## config.mk

```make
export PLATFORM = sky130hd
export DESIGN_NAME = word_copier
export DESIGN_NICKNAME = d
export VERILOG_FILES = /design/src/rtl/word_copier.sv
export SDC_FILE = /design/constraint.sdc
export NUM_CORES = 1
export LEC_CHECK = 0
export ABC_AREA = 1
export CAP_MARGIN = 20
export CORE_MARGIN = 10
export CORE_UTILIZATION = 52
export CTS_CLUSTER_SIZE = 25
export DETAILED_ROUTE_END_ITERATION = 6
export PLACE_DENSITY = 0.81
export SKIP_CTS_REPAIR_TIMING = 1
export SYNTH_ARGS = -nofsm -noshare
export SYNTH_HDL_FRONTEND = slang
export SYNTH_SLANG_ARGS = --single-unit
```

## constraint.sdc

```tcl
create_clock -name clk -period 2.1 [get_ports clk]
set_input_delay 0.63 -clock clk [delete_from_list [all_inputs] [get_ports clk]]
set_output_delay 0.63 -clock clk [all_outputs]
set_load 0.05 [all_outputs]
```

## src/rtl/word_copier.sv

```systemverilog
// word_copier: bus-initiator block-move engine, copies len words src -> dst.
// Optional WORD_COPIER_FILL_EN adds a 1-cycle-per-word pattern fill mode.
module word_copier #(
  parameter  int MAX_WORDS = 256,
  localparam int CW        = $clog2(MAX_WORDS + 1)
) (
  input  logic          clk,
  input  logic          rst_n,
  input  logic          start_i,
  input  logic [31:2]   src_i,
  input  logic [31:2]   dst_i,
  input  logic [CW-1:0] len_i,
`ifdef WORD_COPIER_FILL_EN
  input  logic          fill_i,
  input  logic [31:0]   pattern_i,
`endif
  output logic          busy_o,
  output logic          done_o,
  output logic          re_o,
  input  logic [31:0]   rd_i,
  output logic          we_o,
  output logic [31:0]   wd_o,
  output logic [31:2]   addr_o
);

  typedef enum logic [1:0] {
    IDLE  = 2'd0,
    READ  = 2'd1,
    WRITE = 2'd2
  } state_t;

  state_t        state_q, state_d;
  logic [31:2]   src_q, src_d;
  logic [31:2]   dst_q, dst_d;
  logic [31:2]   addr_q, addr_d;
  logic [CW-1:0] cnt_q, cnt_d;
  logic [31:0]   buf_q, buf_d;
  logic          busy_q, busy_d;
  logic          done_q, done_d;
  logic          re_q, re_d;
  logic          we_q, we_d;
  logic          fill_q, fill_d;

  logic          fill_s;
  logic [31:0]   pattern_s;

`ifdef WORD_COPIER_FILL_EN
  assign fill_s    = fill_i;
  assign pattern_s = pattern_i;
`else
  assign fill_s    = 1'b0;
  assign pattern_s = '0;
`endif

  // Outputs for the next cycle are computed here so every port is a flop.
  always_comb begin
    state_d = state_q;
    src_d   = src_q;
    dst_d   = dst_q;
    addr_d  = addr_q;
    cnt_d   = cnt_q;
    buf_d   = buf_q;
    busy_d  = busy_q;
    fill_d  = fill_q;
    done_d  = 1'b0;
    re_d    = 1'b0;
    we_d    = 1'b0;
    unique case (state_q)
      IDLE: begin
        if (start_i) begin
          if (len_i == '0) begin
            done_d = 1'b1;
          end else begin
            cnt_d  = len_i;
            busy_d = 1'b1;
            src_d  = src_i;
            dst_d  = dst_i;
            fill_d = fill_s;
            if (fill_s) begin
              buf_d   = pattern_s;
              addr_d  = dst_i;
              we_d    = 1'b1;
              state_d = WRITE;
            end else begin
              addr_d  = src_i;
              re_d    = 1'b1;
              state_d = READ;
            end
          end
        end
      end
      READ: begin
        buf_d   = rd_i;
        src_d   = src_q + 30'd1;
        addr_d  = dst_q;
        we_d    = 1'b1;
        state_d = WRITE;
      end
      WRITE: begin
        dst_d = dst_q + 30'd1;
        cnt_d = cnt_q - CW'(1);
        if (cnt_q > CW'(1)) begin
          if (fill_q) begin
            addr_d  = dst_q + 30'd1;
            we_d    = 1'b1;
            state_d = WRITE;
          end else begin
            addr_d  = src_q;
            re_d    = 1'b1;
            state_d = READ;
          end
        end else begin
          busy_d  = 1'b0;
          done_d  = 1'b1;
          state_d = IDLE;
        end
      end
      default: begin
        busy_d  = 1'b0;
        state_d = IDLE;
      end
    endcase
  end

  always_ff @(posedge clk) begin
    if (!rst_n) begin
      state_q <= IDLE;
      src_q   <= '0;
      dst_q   <= '0;
      addr_q  <= '0;
      cnt_q   <= '0;
      buf_q   <= '0;
      busy_q  <= 1'b0;
      done_q  <= 1'b0;
      re_q    <= 1'b0;
      we_q    <= 1'b0;
      fill_q  <= 1'b0;
    end else begin
      state_q <= state_d;
      src_q   <= src_d;
      dst_q   <= dst_d;
      addr_q  <= addr_d;
      cnt_q   <= cnt_d;
      buf_q   <= buf_d;
      busy_q  <= busy_d;
      done_q  <= done_d;
      re_q    <= re_d;
      we_q    <= we_d;
      fill_q  <= fill_d;
    end
  end

  assign busy_o = busy_q;
  assign done_o = done_q;
  assign re_o   = re_q;
  assign we_o   = we_q;
  assign wd_o   = buf_q;
  assign addr_o = addr_q;

endmodule
```

==> results by stage <==
Logic synthesis:
- The library cell occupying the most area in the post-synthesis netlist is sky130_fd_sc_hd__dfxtp_1.
- The number of synthesized register bits is about 140.
- The share of async-settable or async-resettable flops after synthesis is 0%.
- In this run, synthesis inferred 0 flip-flops with an integrated enable.
- The primary flip-flop cell chosen by synthesis mapping is sky130_fd_sc_hd__dfxtp_1.
- The unique cell type count in the Yosys netlist is 34.
- The mapped netlist covers between 0.008 and 0.009 mm².
- The share of the Yosys chip area taken by registers is 33.68%.
- The cell count after synthesis is 1351.
- The count of synthesis-stage warnings from yosys is 0.
- In the post-synthesis netlist, the cell with the most instances is sky130_fd_sc_hd__nand2_1.
- Dividing the synthesized area by the synthesized cell count gives roughly 6 µm².
- By area the synthesized netlist is led by sky130_fd_sc_hd__dfxtp_1 34%, sky130_fd_sc_hd__nand2_1 18%, sky130_fd_sc_hd__nor2_1 14%.
- The area share of the largest cell type after synthesis is between 30% and 40%.
- Synthesis produced a netlist with a net count of between 1000 and 1500.
- In the synthesized netlist, the cells that appear most often are 392 x sky130_fd_sc_hd__nand2_1, 293 x sky130_fd_sc_hd__nor2_1, 137 x sky130_fd_sc_hd__dfxtp_1.

Setup path:
- The arrival time reported for the critical path endpoint is between 2000 and 2500 ps.
- The kind of start point of the critical path is a flip-flop.
- The class of the most critical setup path is reg2reg.
- The cell type of the slowest stage on the worst timing path is sky130_fd_sc_hd__dfxtp_1.
- In this run the critical register-to-register path is captured at src_q[5].
- Counting stages on the worst path, the most repeated cell is sky130_fd_sc_hd__buf_4.
- The number of buffers and inverters on the critical path is 5.
- In this run the number of cells on the critical path is 9.
- Traced cell by cell, the critical path runs through inv_1, buf_4, ha_2, inv_2, buf_4, buf_4, a21oi_1, o21ai_0, a21oi_1.
- The register-to-register setup slack is ~140 ps.
- The length in cells of the worst reg-to-reg path is 9.
- Grouping stages by cell kind, the critical path spends the most delay in buffers and inverters.
- For this run, the slowest stage of the critical path takes approximately 320 ps.
- The worst setup path is captured at a flip-flop.
- STA puts the critical path data required time at 2420 ps.
- Of all nets on the critical path, the largest fanout is 20.
- The worst flop-to-flop path startpoint is state_q[1].

Routing:
- The final antenna-violating net count is 0.
- The via density per instance is between 5 and 6.
- For this run, design rule violations remaining after detail routing come to 0.
- After detailed routing, the total wire length is ~27000 µm.
- The violation count after the first detailed-route iteration is roughly 1000.
- The total via count in the routed design is ~9200.
- The count of TritonRoute iterations in the first routing pass is 6.
- The post-detailed-route wirelength per cell is 15.35 µm.

STA:
- The clock period minus final worst setup slack is 1962 ps.
- The maximum frequency from static timing analysis is approximately 510 MHz.
- The number of setup violations in the final report is 0.
- The worst slew slack as a fraction of its limit is 72.64%.
- The setup clock skew after layout is 11.88 ps.
- The count of final hold-check violations was 0.
- The worst slack on hold paths is about 470 ps.
- The measured slew at the worst slew-check pin is roughly 410 ps.
- Setup repair after global routing left no endpoint under its margin.
- The final number of max-transition violations is 0.
- The final critical path takes up just over 90% of the cycle.

Die:
- After floorplanning, the core was divided into 45 placement rows.
- The effective utilization at floorplan is approximately 53%.
- The overall die width is between 100 and 150 µm.
- The die span in y is 145.1 µm.
- The area of the core is roughly 0.015 mm².
- The die covers approximately 0.021 mm².
- The I/O pin count is 170.

Worst hold path:
- The number of cells traversed by the worst hold path is 2.
- The hold path startpoint is cnt_q[8].
- The end point of the most critical hold path is cnt_q[8].
- The kind of path behind the tightest hold check is reg2reg.

Pwr:
- The worst-case IR drop observed on VDD is between 900 and 1000 µV.
- In this run the static leakage power is around 4.5 nW.
- The cell area power density is ~1300 mW/mm².

CTS:
- The clock transition at the registers of the reported paths is around 60 ps.
- Clock latency on the worst-skew pair, taken at its later pin, is around 440 ps.
- The clock net sink count is between 100 and 150.
- The number of clock buffers added by TritonCTS is 17.
- The clock passes through at most 2 buffers.
- The total number of H-tree levels is 4.
- The tree is rooted in a sky130_fd_sc_hd__clkbuf_16.
- The CTS tree is done.

GRT:
- Global routing finished with a remaining overflow of 0.
- For met1 alone, demand over resource in global routing was a little under a third.
- The number of antenna violations at the first check in global routing is 0.
- In the global route stage, met2 resource usage came out at roughly two fifths.
- The first-pass GRT wire length is between 40000 and 50000 µm.
- The layer flagged by global routing as most heavily used is met2.
- For met3 alone, demand over resource in global routing was approximately 7.3%.
- The via count of the first global-routing pass is around 8800.
- The global router's overall resource usage is approximately a quarter.
- The maximum number of pins on one net before global-route repair is 78.

Placement:
- The number of instances in the placed design is roughly 1700.
- The standard cell area after detailed placement is 0.01005 mm².
- The congestion estimate from routability-driven global placement came to ~0.96.
- Buffers placed on the I/O ports in this run total roughly 170.
- After legalization and detailed placement, the total HPWL measured between 15000 and 20000 µm.

Layout:
- 0 antenna diodes ended up in the layout.
- The finished layout holds 1747 standard cells, fillers aside.
- The final net count is 1635.
- The area growth from synthesis to layout is 31.11%.
- The post-route netlist has 11.59% of its cells at a drive strength greater than 1.
- With fillers left out, the area of the finished cells amounts to between 0.01 and 0.015 mm².

Status:
- The flow ran to the end, and the final reports show no timing, DRC or antenna violations.

Job:
- The number of max-capacitance violations reported is 0.
## metal layers
metal  up-vias  routed length [µm]  part of all wire [%]
met5         -                   0                     0
met4         0                 560                   2.1
met3        47                2535                   9.5
met2       378               12580                    47
met1      4161               11140                    42
li1       4660                   -                     -
## cells in the final DEF (no fill, tap or decap), drive strengths merged
master,instances
o21bai,1
nor2,305
ha,8
dfxtp,137
nand3,77
a22oi,1
mux2i,21
clkinvlp,4
o22ai,29
nor3,4
clkbuf,17
a21oi,83
o21ai,104
nand4,7
or2,3
a211oi,2
nand2,394
a31oi,3
clkdlybuf4s50,102
inv,110
buf,116
bufinv,2
a22o,3
clkinv,3
## cells by family (layout without fill, tap and decap cells)
kind of cell | count (synthesis) | after routing | share of synthesized area [%]
AOI/OAI and AO/OA | 226 | 226 | 14.78
muxes | 21 | 21 | 2.581
buffers and inverters | 169 | 354 | 8.665
DFF | 137 | 137 | 33.68
adders and majority gates | 8 | 8 | 1.229
and+or+nand+nor | 790 | 790 | 39.07
## registers in the layout, summed over array words and instances, names as in the netlist
signal / count
wd_o: 32
addr_o: 30
dst_q: 30
src_q: 30
cnt_q: 9
state_q: 2
busy_o: 1
done_o: 1
re_o: 1
we_o: 1
## through the flow
stage / util, % / power [mW] / setup WS, ps / setup TNS, ps
floorplan: - / 8.688 / 339.8 / 0
global placement: 65.72 / 10.58 / -655.8 / -29950
detailed placement: 65.85 / 10.73 / -332.5 / -20690
CTS: 69.82 / 13.88 / 70.23 / 0
global route: 69.98 / 14.78 / 2.147 / 0
finish: 69.98 / 13.93 / 138.0 / 0
## layout make-up
type                    instances  area [µm²]
clock buffers                  17       425.4
clock inverters                15       181.4
fillers                      1332        4581
inverters                     104       395.4
multi-input cells            1045        4701
flip-flops and latches        137        2743
well taps                     211       264.0
repair buffers                218        1968
## power by group
group          switching, mW  internal (mW)
combinational           4.47           2.27
sequential             0.679           3.41
clock                   1.32           1.80
## how the worst max path moves through the flow
stage                          start    endpoint  slack (ps)
after floorplan             len_i[7]   dst_q[14]         340
after global placement      len_i[3]  addr_o[23]        -660
after detailed placement    len_i[7]  addr_o[24]        -330
after CTS                 state_q[0]   dst_q[10]          70
after global routing      state_q[1]    src_q[5]           2
final                     state_q[1]    src_q[5]         140
## tightest hold or removal path, cell delays in order, from the launching register on
cell and delay, ps:
sky130_fd_sc_hd__dfxtp_1 330, sky130_fd_sc_hd__inv_1 50, sky130_fd_sc_hd__a21oi_1 50
Power figures use the tool's default switching activity.
